==> src/rtl/uart_rx_fifo_if.sv <==
// Receive-side handshake bundle of uart_rx_fifo.
// The receiver drives the FIFO head; the consumer drives rx_ready.
interface uart_rx_fifo_if #(
    parameter int DATA_BITS  = 8,
    parameter int FIFO_DEPTH = 16
);
    logic [DATA_BITS-1:0]        rx_data;
    logic                        rx_perr;
    logic                        rx_ferr;
    logic                        rx_valid;
    logic                        rx_ready;
    logic [$clog2(FIFO_DEPTH):0] rx_count;

    modport master (
        output rx_data, rx_perr, rx_ferr, rx_valid, rx_count,
        input  rx_ready
    );

    modport slave (
        input  rx_data, rx_perr, rx_ferr, rx_valid, rx_count,
        output rx_ready
    );
endinterface

==> src/rtl/uart_rx_fifo.sv <==
// UART receiver: 16x oversampling, majority vote, optional parity,
// 1/2 stop bits, first-word-fall-through receive FIFO with overrun flag.
module uart_rx_fifo #(
    parameter int CLK_FREQ   = 100000000,
    parameter int BAUD_RATE  = 115200,
    parameter int DATA_BITS  = 8,
    parameter int PARITY     = 0,
    parameter int STOP_BITS  = 1,
    parameter int FIFO_DEPTH = 16
) (
    input  logic clk,
    input  logic reset,
    input  logic rx,
    input  logic enable,
    output logic overrun,
    input  logic clear_err,
    uart_rx_fifo_if.master bus
);
    localparam int DIV = CLK_FREQ / (BAUD_RATE * 16);
    localparam int PW  = (DIV > 1) ? $clog2(DIV) : 1;
    localparam int AW  = $clog2(FIFO_DEPTH);
    localparam int EW  = DATA_BITS + 2;
    localparam logic [3:0] LASTD = 4'(DATA_BITS - 1);
    localparam logic [3:0] LASTS = 4'(STOP_BITS - 1);

    typedef enum logic [2:0] {IDLE, START, DATA, PAR, STOP} state_t;

    state_t               state, state_n;
    logic                 sync1, rxs;
    logic [PW-1:0]        presc, presc_n;
    logic [3:0]           idx, idx_n;
    logic [3:0]           bitcnt, bit_n;
    logic                 s7, s7_n, s8, s8_n;
    logic [DATA_BITS-1:0] sh, sh_n;
    logic                 perr, perr_n, ferr, ferr_n;
    logic                 push;
    logic [EW-1:0]        wdata;
    logic                 tick, dec, last, maj, exp_par;

    logic [EW-1:0] mem [FIFO_DEPTH];
    logic [AW:0]   wptr, rptr, count;
    logic          full, pop, wr;

    assign tick    = presc == PW'(DIV - 1);
    assign dec     = idx == 4'd9;
    assign last    = idx == 4'd15;
    assign maj     = (s7 & s8) | (s7 & rxs) | (s8 & rxs);
    assign exp_par = (PARITY == 1) ? ~^sh : ^sh;

    always_ff @(posedge clk) begin
        if (reset) begin
            sync1  <= 1'b1;
            rxs    <= 1'b1;
            state  <= IDLE;
            presc  <= '0;
            idx    <= '0;
            bitcnt <= '0;
            s7     <= 1'b1;
            s8     <= 1'b1;
            sh     <= '0;
            perr   <= 1'b0;
            ferr   <= 1'b0;
        end else begin
            sync1  <= rx;
            rxs    <= sync1;
            state  <= state_n;
            presc  <= presc_n;
            idx    <= idx_n;
            bitcnt <= bit_n;
            s7     <= s7_n;
            s8     <= s8_n;
            sh     <= sh_n;
            perr   <= perr_n;
            ferr   <= ferr_n;
        end
    end

    always_comb begin
        state_n = state;
        presc_n = presc;
        idx_n   = idx;
        bit_n   = bitcnt;
        s7_n    = s7;
        s8_n    = s8;
        sh_n    = sh;
        perr_n  = perr;
        ferr_n  = ferr;
        push    = 1'b0;
        wdata   = {perr, ferr, sh};
        if (state == IDLE) begin
            presc_n = '0;
            idx_n   = '0;
            if (enable && !rxs) begin
                state_n = START;
                bit_n   = '0;
                perr_n  = 1'b0;
                ferr_n  = 1'b0;
            end
        end else if (!enable) begin
            state_n = IDLE;
            presc_n = '0;
            idx_n   = '0;
        end else if (tick) begin
            presc_n = '0;
            idx_n   = idx + 4'd1;
            if (idx == 4'd7) s7_n = rxs;
            if (idx == 4'd8) s8_n = rxs;
            unique case (state)
                START: begin
                    if (dec && maj) begin
                        state_n = IDLE;
                        idx_n   = '0;
                    end else if (last) begin
                        state_n = DATA;
                    end
                end
                DATA: begin
                    if (dec) sh_n = {maj, sh[DATA_BITS-1:1]};
                    if (last) begin
                        if (bitcnt == LASTD) begin
                            bit_n   = '0;
                            state_n = (PARITY != 0) ? PAR : STOP;
                        end else begin
                            bit_n = bitcnt + 4'd1;
                        end
                    end
                end
                PAR: begin
                    if (dec) perr_n = maj != exp_par;
                    if (last) begin
                        bit_n   = '0;
                        state_n = STOP;
                    end
                end
                STOP: begin
                    if (dec) begin
                        if (!maj) ferr_n = 1'b1;
                        // Leave right at the decision so a new start bit is not missed
                        if (bitcnt == LASTS) begin
                            push    = 1'b1;
                            wdata   = {perr, ferr_n, sh};
                            state_n = IDLE;
                            idx_n   = '0;
                        end
                    end else if (last) begin
                        bit_n = bitcnt + 4'd1;
                    end
                end
                default: state_n = IDLE;
            endcase
        end else begin
            presc_n = presc + 1'b1;
        end
    end

    assign count = wptr - rptr;
    assign full  = count == (AW+1)'(FIFO_DEPTH);
    assign pop   = bus.rx_valid & bus.rx_ready;
    assign wr    = push & (~full | pop);

    always_ff @(posedge clk) begin
        if (reset) begin
            wptr    <= '0;
            rptr    <= '0;
            overrun <= 1'b0;
            for (int i = 0; i < FIFO_DEPTH; i++) mem[i] <= '0;
        end else begin
            if (wr) begin
                mem[wptr[AW-1:0]] <= wdata;
                wptr <= wptr + 1'b1;
            end
            if (pop) rptr <= rptr + 1'b1;
            if (push && full && !pop) overrun <= 1'b1;
            else if (clear_err)       overrun <= 1'b0;
        end
    end

    assign {bus.rx_perr, bus.rx_ferr, bus.rx_data} = mem[rptr[AW-1:0]];
    assign bus.rx_valid = count != '0;
    assign bus.rx_count = count;
endmodule

==> src/flat_wrapper.sv <==
// flat-port wrapper written by rule: the top's interface ports become plain ports
module uart_rx_fifo_flat 
#(
    parameter int CLK_FREQ   = 100000000,
    parameter int BAUD_RATE  = 115200,
    parameter int DATA_BITS  = 8,
    parameter int PARITY     = 0,
    parameter int STOP_BITS  = 1,
    parameter int FIFO_DEPTH = 16
)
  (clk, reset, rx, enable, overrun, clear_err, bus_rx_data, bus_rx_perr, bus_rx_ferr, bus_rx_valid, bus_rx_count, bus_rx_ready);
  uart_rx_fifo_if #(.DATA_BITS(DATA_BITS), .FIFO_DEPTH(FIFO_DEPTH)) bus_i ();
  input  logic clk;
  input  logic reset;
  input  logic rx;
  input  logic enable;
  output logic overrun;
  input  logic clear_err;
  output wire logic [$bits(bus_i.rx_data)-1:0] bus_rx_data;
  output wire logic [$bits(bus_i.rx_perr)-1:0] bus_rx_perr;
  output wire logic [$bits(bus_i.rx_ferr)-1:0] bus_rx_ferr;
  output wire logic [$bits(bus_i.rx_valid)-1:0] bus_rx_valid;
  output wire logic [$bits(bus_i.rx_count)-1:0] bus_rx_count;
  input wire logic [$bits(bus_i.rx_ready)-1:0] bus_rx_ready;
  assign bus_rx_data = bus_i.rx_data;
  assign bus_rx_perr = bus_i.rx_perr;
  assign bus_rx_ferr = bus_i.rx_ferr;
  assign bus_rx_valid = bus_i.rx_valid;
  assign bus_rx_count = bus_i.rx_count;
  assign bus_i.rx_ready = bus_rx_ready;
  uart_rx_fifo #(.CLK_FREQ(CLK_FREQ), .BAUD_RATE(BAUD_RATE), .DATA_BITS(DATA_BITS), .PARITY(PARITY), .STOP_BITS(STOP_BITS), .FIFO_DEPTH(FIFO_DEPTH)) u_core (.clk(clk), .reset(reset), .rx(rx), .enable(enable), .overrun(overrun), .clear_err(clear_err), .bus(bus_i));
endmodule
==> config.mk <==
export PLATFORM = sky130hd
export DESIGN_NAME = uart_rx_fifo_flat
export DESIGN_NICKNAME = d
export VERILOG_FILES = /design/src/rtl/uart_rx_fifo_if.sv /design/src/rtl/uart_rx_fifo.sv /design/src/flat_wrapper.sv
export SDC_FILE = /design/constraint.sdc
export NUM_CORES = 1
export LEC_CHECK = 0
export ABC_AREA = 1
export CAP_MARGIN = 25
export CELL_PAD_IN_SITES_DETAIL_PLACEMENT = 1
export CELL_PAD_IN_SITES_GLOBAL_PLACEMENT = 1
export CORE_ASPECT_RATIO = 0.7
export CORE_MARGIN = 8
export CORE_UTILIZATION = 40
export CTS_CLUSTER_SIZE = 30
export DETAILED_ROUTE_END_ITERATION = 12
export PLACE_DENSITY_LB_ADDON = 0.1
export SYNTH_ARGS = -nofsm -noshare
export SYNTH_HDL_FRONTEND = slang
export SYNTH_SLANG_ARGS = --single-unit
==> constraint.sdc <==
create_clock -name clk -period 4.45 [get_ports clk]
set_input_delay 0.89 -clock clk [delete_from_list [all_inputs] [get_ports clk]]
set_output_delay 0.89 -clock clk [all_outputs]
set_load 0.1 [all_outputs]
; ---- Word-level counts from Yosys, hierarchy flattened
; Memories as Yosys holds them, arrays and structs flattened. A register that Yosys moved wholly into a read port is not among the register bits.
; Cells that the tools add are included.
[classes]
n_reduce_logical = 27
eq_ne = 24
bitwise = 11
n_addsub = 6
muxes = 62
[op_table]
columns = cell, n
row1 = $mux W4, 15
row2 = $mux W9, 6
row3 = $mux W3, 11
row4 = $mux W1, 26
row5 = $ne A4 B2 Y1 const B, 5
row6 = $reduce_and A8 Y1, 2
row7 = $reduce_and A5 Y1, 3
row8 = $eq A4 B4 Y1 const B, 3
row9 = $ne A3 B1 Y1 const B, 4
row10 = $pmux W3 S4, 1
row11 = $pmux W4 S3, 1
row12 = $reduce_bool A2 Y1, 6
row13 = $add A5 B1 Y5 const B, 2
row14 = $mux W10, 1
row15 = $reduce_or A10 Y1, 1
row16 = $add A4 B1 Y4 const B, 2
row17 = $eq A4 B3 Y1 const B, 2
row18 = $pmux W4 S2, 1
row19 = $reduce_and A4 Y1, 2
row20 = $reduce_xor A8 Y1, 1
row21 = $add A6 B1 Y6 const B, 1
row22 = $eq A3 B2 Y1 const B, 2
row23 = $eq A6 B6 Y1 const B, 1
row24 = $and A1 B1 Y1, 5
row25 = 18 further kinds, 26
[totals]
register_bits = 42
out_inout_bits = 17
ramBits = 160
input_bits = 6
wordCells = 145
mem_count = 1
[memory_table]
columns = name, depth, word_bits, rd, rd_ports_with_merged_regs, wr, line_no
row1 = u_core.mem, 16, 10, 1, 1, 16, uart_rx_fifo.sv:40  ; logic [EW-1:0] mem [FIFO_DEPTH];

; ---- Logic depth before layout (Yosys ltp)
; Gate-level depths: netlist (run 1).
[logic_depth]
ltp_word = 13
depth_mapped = 14
depth_no_buf = 13

; ---- Least setup slack after synthesis (run 1)
; OpenSTA, ideal clock, no wires.
[synth_timing]
kind = flip-flop to output port
from = reg u_core.wptr[0]
to = out bus_rx_valid
slack_ps = 737
stages_incl_launch_ff = 11
path_buffers = 0
arrival_time_ps = 2823
required_ps = 3560
path_cell_list = dfxtp_1 -> inv_1 -> ha_1 -> fa_1 -> inv_1 -> nand2_1 -> nand2_1 -> nor2_1 -> nand3_1 -> inv_1 -> nand2_1
[synth_between]
elab_chain_cells = 2
[synth_rtl]
columns = element, line_no
row1 = "start, declared", uart_rx_fifo.sv:41  ; logic [AW:0] wptr, rptr, count;
row2 = "start signal, assigned", uart_rx_fifo.sv:170  ; wptr <= wptr + 1'b1;
row3 = $sub A5 B5 Y5, uart_rx_fifo.sv:156  ; assign count = wptr - rptr;
row4 = named net bus_rx_count[2], flat_wrapper.sv:23  ; output wire logic [$bits(bus_i.rx_count)-1:0] bus_rx_count;
row5 = $reduce_bool A5 Y1, uart_rx_fifo.sv:179  ; assign bus.rx_valid = count != '0;
row6 = "end, declared", flat_wrapper.sv:22  ; output wire logic [$bits(bus_i.rx_valid)-1:0] bus_rx_valid;
; The timed path passes the listed nets, and every way through them passes these cells.

==> results.txt, run 1 <==
- Pre-Repair DR Iteration Count: 5
- Wire segments on met3 add up to 1240 um in the final route.
- After synthesis, the share of cell area in mux cells is 0.0402.
- Max-slew violation count: 0
- Clock tree from TritonCTS: yes
- Maximum vdd drop: around 0.00034 V
- H-tree level count: 1
- After the first detailed-routing iteration, the DRC count stood at 634.
- Worst R2R Start: u_core.wptr[0]
- For this run the aggregate overflow at the end of global routing stands at 0.
- By area, the combinational part of the netlist is dominated by simple AND/OR/NAND/NOR gates.
- Wire length the detailed router placed on met1: roughly 15000 um
- Area leader, netlist: sky130_fd_sc_hd__edfxtp_1
- Cells taking the most area after synthesis: sky130_fd_sc_hd__edfxtp_1 48%, sky130_fd_sc_hd__dfxtp_1 9.2%, sky130_fd_sc_hd__nor2_1 7.0%, sky130_fd_sc_hd__nand2_1 4.3%, sky130_fd_sc_hd__mux2i_1 4.0%
- Measured in cells, the most critical reg-to-reg path has a length of 12.
- The average instance in the mapped netlist occupies slightly below 10 um^2.
* Area growth syn-to-layout: 13.1%
* Final worst path period need: between 3 and 4 ns
* Endpoint class of the critical path: output port
- Final clock period utilization by the worst path: 0.797
- Share of synthesized area occupied by flip-flops and latches: 0.575
- Area fraction in compound gates after synthesis: 0.103
- Routed Antenna Nets: 0
- Post-synthesis share of cell area spent on and, or, nand and nor gates: 0.177
- Number of cells on the worst hold path: 1
* CTS Buf Count: 22
* CTS root buf: sky130_fd_sc_hd__clkbuf_16
- Outcome: complete, no violations
- Total global-route track usage: 0.190
* Top cell types by occurrence after synthesis: 187 x sky130_fd_sc_hd__nor2_1, 160 x sky130_fd_sc_hd__edfxtp_1, 113 x sky130_fd_sc_hd__nand2_1
* Fraction of registers with async set or reset after synthesis: 0
* Synth warnings: 0
- Fraction of synthesized cell area in xor and xnor cells: 0.0123
* Slew at the pin with the worst max-slew slack: 0.971 ns
- Post-CTS Setup Bufs: 0
- Wire per inst: ~21 um
- At the worst endpoint, the required time is 3.56 ns.
* DRC violation count after routing: 0
* Number of cells upsized or downsized after cts: 0
* Origin of the worst min-delay path: u_core.sync1
- STA classifies the critical path startpoint as a flop.
- Counting every net in the synthesized netlist gives between 1k and 1.5k.
- For this design, the sink count on the clock tree is around 210.
- Detailed placement ended at an HPWL of between 15000 and 20000 um.
* Relative max-transition margin: 0.351
- Final wirelength: ~28000 um
* Area of the die: between 0.03 and 0.04 mm^2
- The initial utilization of the core area, before any placement, comes to 0.406.
- Overall die width: about 200 um
- STA puts the critical path data arrival time at roughly 2.7 ns.
- Final Hold Violating Endpoints: 0
- The worst register-to-register path ends at u_core.mem[6][7].
* Cell variety after synth: 35
- The repair_antennas step left the layout with diodes totalling 0.
* Via count: slightly above 7k
- The tightest min-delay check is of the reg2reg type.
- Post-Syn Instances: about 1k
- Setup slack of the most critical reg-to-reg path: approximately 0.96 ns
- The layout has about 2.8k filler cells.
- Clock latency on the worst-skew pair, taken at its later pin, is 0.51 ns.
- Placeable core area: about 0.025 mm^2
* Post-CTS Hold Buffers: 0
- Pin placement for this block handled 23 I/O pins.
* # Max-Cap Violations: 0
* Setup violators final: 0
- The initial antenna violation count came to 0.
* Clock-pin slew on the worst setup and hold paths: roughly 0.06 ns
* Flip-flop cell with the highest count after synthesis: sky130_fd_sc_hd__edfxtp_1
* Class of the most critical setup path: reg2out
- For the final routed database, the setup TNS stands at 0 ns.
- First-pass GRT wire length: about 44000 um
- Total number of nets in the final design: between 1k and 1.5k
- For this design the static power due to leakage is between 3 and 4 nW.
- Uppermost metal layer occupied by signal nets: met4
- Routability congestion estimate from global placement: a little under 0.8
* Worst-case clock buffer depth: 3
- Unrepaired setup endpoints after global routing: false
* Pin count of the biggest net entering global routing: 96
* Filler-free cell count of the finished design: roughly 1.4k
- After detailed placement, the design holds a cell count of about 1.3k.
- In the detailed route, the total length drawn on met2 is about 12000 um.
- Top cell type's share of synthesized area: 0.482
- Via count of the first global-routing pass: approximately 7.3k
* Number of enable flip-flop cells after synthesis: 160
- Number of buffer cells added on primary ports: 22
- Number of cell rows: 48
* Number of register bits inferred by synthesis: about 210
- In the final layout, the share of cells above drive strength 1 is 0.0972.
- The most common cell in the synthesized netlist is sky130_fd_sc_hd__nor2_1.
- Worst min-delay path endpoint: u_core.rxs
- Of all nets on the critical path, the largest fanout is 95.
* Area of the mapped netlist: roughly 0.01 mm^2
- For this run, the top clock speed supported by timing is between 200 and 300 MHz.
- Power density normalized to cell area: approximately 480 mW/mm^2
- Ratio of routed vias to standard cells: 5.25
- Between clock sinks in the finished design, the worst skew comes to ~0.017 ns.
- Synthesized-area fraction occupied by adder cells: 0.0221
- The die is approximately 150 um tall.
area by class of cell:
class	instances	area, um^2	area share
Sequential cell	206	5730	0.509
Multi-Input combinational cell	652	3530	0.313
Clock buffer	26	587	0.0521
Timing Repair Buffer	35	418	0.0371
Tap cell	325	407	0.0361
Inverter	107	402	0.0357
Clock inverter	13	194	0.0172
kinds of logic (layout without fill, tap and decap cells):
kind of cell,Yosys count,count (layout)
buf+inv,170,181
simple gates,398,398
mux,40,40
fa+ha+maj,17,17
flops,206,206
compound gates,183,183
xor+xnor,14,14
per-layer routing:
metal  vias up  GRT usage
li1       3485          -
met2       123      0.279
met3        26     0.0289
met1      3529      0.291
met5         -          0
met4         0     0.0338
metrics by stage:
| step | setup WS, ns | util | area (um^2) | power, W | hold slack (ns) |
|---|---|---|---|---|---|
| after floorplan | 0.737 | - | 9960 | 0.00303 | 0.389 |
| after global placement | 0.823 | 0.427 | 10500 | 0.00338 | 0.393 |
| after detailed placement | 0.733 | 0.427 | 10500 | 0.00339 | 0.400 |
| after CTS | 0.941 | 0.459 | 11300 | 0.00541 | 0.418 |
| after global routing | 0.665 | 0.459 | 11300 | 0.00558 | 0.428 |
| final | 0.902 | 0.459 | 11300 | 0.00538 | 0.414 |
cells in the final DEF (no fill, tap or decap), drive strengths merged, types with 2 or more instances in the layout:
master and count:
bufinv 5, inv 98, nand4 23, mux2i 40, a21oi 64, o21ai 75, o31ai 2, buf 28
clkinvlp 2, o211ai 41, nand2 116, or2 3, nor3b 2, ha 16, clkdlybuf4s50 7, clkinv 15
edfxtp 160, nor3 5, xnor2 3, xor2 11, nand3 41, nor2 207, clkbuf 26, dfxtp 46
worst max path at each step:
stage	slack, ns	end	startpoint	depth (start not counted)
5_1_grt	0.67	u_core.mem[6][3]	u_core.wptr[0]	12
6_report	0.90	bus_rx_data[0]	flop	7
2_1_floorplan	0.74	bus_rx_valid	u_core.wptr[0]	10
4_1_cts	0.94	bus_rx_data[1]	flop	6
3_3_place_gp	0.82	u_core.mem[6][9]	enable	7
3_5_place_dp	0.73	u_core.mem[6][9]	enable	7
critical path, stage by stage (launching register included):
cell and delay, ns:
sky130_fd_sc_hd__dfxtp_4 0.53, sky130_fd_sc_hd__buf_12 0.43, sky130_fd_sc_hd__a21oi_1 0.13, sky130_fd_sc_hd__o21ai_0 0.20, sky130_fd_sc_hd__o21ai_0 0.26, sky130_fd_sc_hd__o211ai_1 0.21, sky130_fd_sc_hd__nand2_1 0.11, sky130_fd_sc_hd__buf_12 0.18
where the power goes:
part           internal (W)  switching (W)
logic              0.000322       0.000804
registers           0.00217      0.0000624
clock network       0.00123       0.000791
flip-flops by register name (all words and copies together) (netlist names), 3 cells and up, named ones only:
name	flops
u_core.rptr	5
u_core.presc	6
u_core.bitcnt	4
u_core.wptr	5
u_core.mem	160
u_core.state	3
u_core.idx	4
u_core.sh	8
No activity file was read; power rests on OpenSTA's default activity.
==> run 2: changes to the inputs <==
==> constraint.sdc (replaced) <==
create_clock -name clk -period 3.1 [get_ports clk]
set_input_delay 0.62 -clock clk [delete_from_list [all_inputs] [get_ports clk]]
set_output_delay 0.62 -clock clk [all_outputs]
set_load 0.1 [all_outputs]
==> results.txt, run 2 (synthesis gave the netlist of run 1 again) <==
- DRC violation count after routing: 0
- Number of buffer cells added on primary ports: 22
- No sink is reached through more buffers than the 3 on the longest clock path.
* Top delay family on crit path: adder cells
* Max Fclk: about 340 MHz
- Overall die width: 205 um
- The routed design has ~28000 um of wire.
- Final Hold Violating Endpoints: 0
- Source-to-sink clock delay at the later pin of the worst-skew pair: roughly 0.51 ns
* Hold/Removal Path Class: reg2reg
- For the pin with the worst max-slew slack, the measured transition is between 0.9 and 1 ns.
- The via count of the first global-routing pass was between 7k and 8k.
- Leaving out fill and tap cells, the most frequent cell in the layout is sky130_fd_sc_hd__nor2_1.
- TritonCTS built the clock tree.
- Worst-case reg-to-reg path depth: 13
- Ports placed on the boundary: 23
- The flow ran to the end, and the final reports show no timing, DRC or antenna violations.
- By instance count, the cell type seen most on the critical path is sky130_fd_sc_hd__inv_1.
* Pre-Repair DR Iteration Count: 5
- On the worst path, the slowest cell contributes a delay of roughly 0.55 ns.
- Layout cell share with drive strength beyond 1: 0.135
- Total global-route track usage: 0.187
- Final clock period utilization by the worst path: 0.961
* Origin of the worst min-delay path: u_core.sync1
- First-pass GRT wire length: 43900 um
* Max-slew violation count: 0
- Wire per inst: approximately 20 um
- Endpoint of the most critical register-to-register path: u_core.mem[13][9]
* Number of diodes added for antenna fixing: 0
- Placeable core area: 0.0246 mm^2
* Half-perimeter wire length after detailed placement: around 19000 um
- Power density normalized to cell area: just under 700 mW/mm^2
* Leakage: around 4.2 nW
- At the end of the flow the core is filled with cells to 0.474.
- Total gr overflow: 0
- Post-detailed-placement cell area: between 0.01 and 0.015 mm^2
- The critical path in this run is classified as reg2out.
- Clock-pin slew on the worst setup and hold paths: ~0.070 ns
* Startpoint types: flop
- Max reg flops: between 150 and 200
- The final layout contains approximately 1.1k nets.
* GRT met2 Usage: 0.272
- Setup repair after global routing left no endpoint under its margin.
* Req. time, crit path: between 2 and 2.5 ns
* Maximum vdd drop: roughly 0.0004 V
- The detail route stage leaves a number of antenna-violating nets equal to 0.
- Via count: around 7.3k
- For met3 alone, demand over resource in global routing was 0.0304.
- Across the run, the number of max-cap violations was 0.
* Filler Cell Count: 2761
- The worst pin sits at a relative slew slack of 0.366.
- Crit-path max FO: 5
* GR Util met1: 0.290
* Violation count after the first detailed-route iteration: 399
- Entering global routing, the biggest net connects 30 pins.
- CTS root buf: sky130_fd_sc_hd__clkbuf_16
* Clock sink count: 206
- Summing all multi-input logic gate instances after layout gives ~0.0036 mm^2.
* Top flop regs: u_core.mem x160, u_core.sh x8, u_core.presc x6
- Most utilized layer in the global route result: met1
* Setup slack of the most critical reg-to-reg path: 0.37 ns
* Register name with the most flops: u_core.mem
- Worst min-delay path endpoint: u_core.rxs
- Number of cell rows: 48
- Area growth syn-to-layout: 16.9%
* Ratio of routed vias to standard cells: between 5 and 6
* Sequential Area: 0.00573 mm^2
- TritonCTS created 23 clock buffers.
- Leaving out fill and tap cells, the most frequent cells in the layout are 187 x sky130_fd_sc_hd__nor2_1, 160 x sky130_fd_sc_hd__edfxtp_1, 107 x sky130_fd_sc_hd__nand2_1.
* Worst R2R Start: u_core.wptr[0]
- Routability congestion estimate from global placement: ~0.79
* Antenna violations before repair: 1
- Critical path buffer and inverter count: 3
- Initial Util: 0.406
* H-tree level count: 1
- Setup violators final: 0
- The slowest stage of the critical path belongs to the cell sky130_fd_sc_hd__fa_1.
* Cell-by-cell trace of the critical path: inv_1 -> ha_2 -> fa_1 -> nand2_1 -> nor2_1 -> nand3_2 -> inv_1 -> nand2_2 -> buf_12
* Number of cells on the worst hold path: 1
* Endpoint class of the critical path: output port
- Once layout is done, the placed cells without fillers occupy about 0.012 mm^2.
* Final worst path period need: slightly below 3 ns
- Worst clock skew: 0.0110 ns
- Area of the die: about 0.030 mm^2
- At the worst endpoint, the arrival time is roughly 2.4 ns.
- The count of cells in the finished layout, fillers not included, comes to 1399.
- Number of instances in the placed design: approximately 1.4k
- From bottom edge to top edge, the die measures ~150 um.
[run 2: changes by cell type in the layout (fill, tap and decap cells not counted), sizes merged]
cell / change
clkinvlp: -2
clkdlybuf4s50: -2
buf: +35
clkbuf: +4
[run 2: through the flow]
step	setup WS (ns)	hold slack, ns	total power [W]	TNS [ns]
6_report	0.122	0.400	0.00785	0
5_1_grt	0.0196	0.409	0.00818	0
4_1_cts	0.0215	0.405	0.00790	0
3_5_place_dp	-0.00355	0.396	0.00495	-0.0295
3_3_place_gp	0.105	0.396	0.00493	0
2_1_floorplan	0.0939	0.389	0.00435	0
[run 2: final cells by class]
class                      count  share of cell area
tap                          325              0.0349
clock buffer                  30              0.0543
timing repair buffer          68              0.0638
inverter                     107              0.0345
multi-input combinational    652               0.305
clock inverter                11              0.0152
sequential                   206               0.492
[run 2: worst register-to-register path: stages, from the launching register on]
cell	delay (ns)
sky130_fd_sc_hd__dfxtp_4	0.37
sky130_fd_sc_hd__inv_1	0.08
sky130_fd_sc_hd__ha_2	0.20
sky130_fd_sc_hd__fa_1	0.55
sky130_fd_sc_hd__nand2_1	0.05
sky130_fd_sc_hd__nor2_1	0.12
sky130_fd_sc_hd__nand3_2	0.10
sky130_fd_sc_hd__nor2_2	0.28
sky130_fd_sc_hd__nor2_4	0.08
sky130_fd_sc_hd__buf_12	0.16
sky130_fd_sc_hd__buf_4	0.14
sky130_fd_sc_hd__nand4_2	0.07
sky130_fd_sc_hd__buf_4	0.19
sky130_fd_sc_hd__nor2_1	0.06
[run 2: worst max-delay path by stage]
stage,startpoint,to,slack (ns),cells past startpoint
after global routing,u_core.wptr[0],bus_rx_valid,0.02,10
after detailed placement,u_core.wptr[0],u_core.mem[10][3],-0.004,12
after global placement,u_core.wptr[0],u_core.mem[10][3],0.10,12
after CTS,flop,bus_rx_data[1],0.02,7
after floorplan,u_core.wptr[0],u_core.mem[7][0],0.09,13
final,u_core.wptr[0],bus_rx_valid,0.12,9
[run 2: routing by layer]
metal	vias to the layer above	part of all wire
met5	-	0
met4	0	0.016
met3	28	0.048
met2	136	0.42
met1	3635	0.52
li1	3543	-
[run 2: repair_timing]
| action | in CTS | in global routing |
|---|---|---|
| buffers inserted | 0 | 4 |
| resized for setup | 1 | 7 |
| pin swaps | 0 | 2 |
| setup endpoints to repair | 11 | 97 |
| hold buffers | 0 | 0 |
[run 2: power breakdown]
group	total [W]	switching, W	internal [W]	leakage, nW
Sequential	0.00319	0.0000855	0.00311	1.89
Clock	0.00294	0.00110	0.00184	0.397
Combinational	0.00172	0.00118	0.000537	1.90
Total	0.00785	0.00237	0.00549	4.19
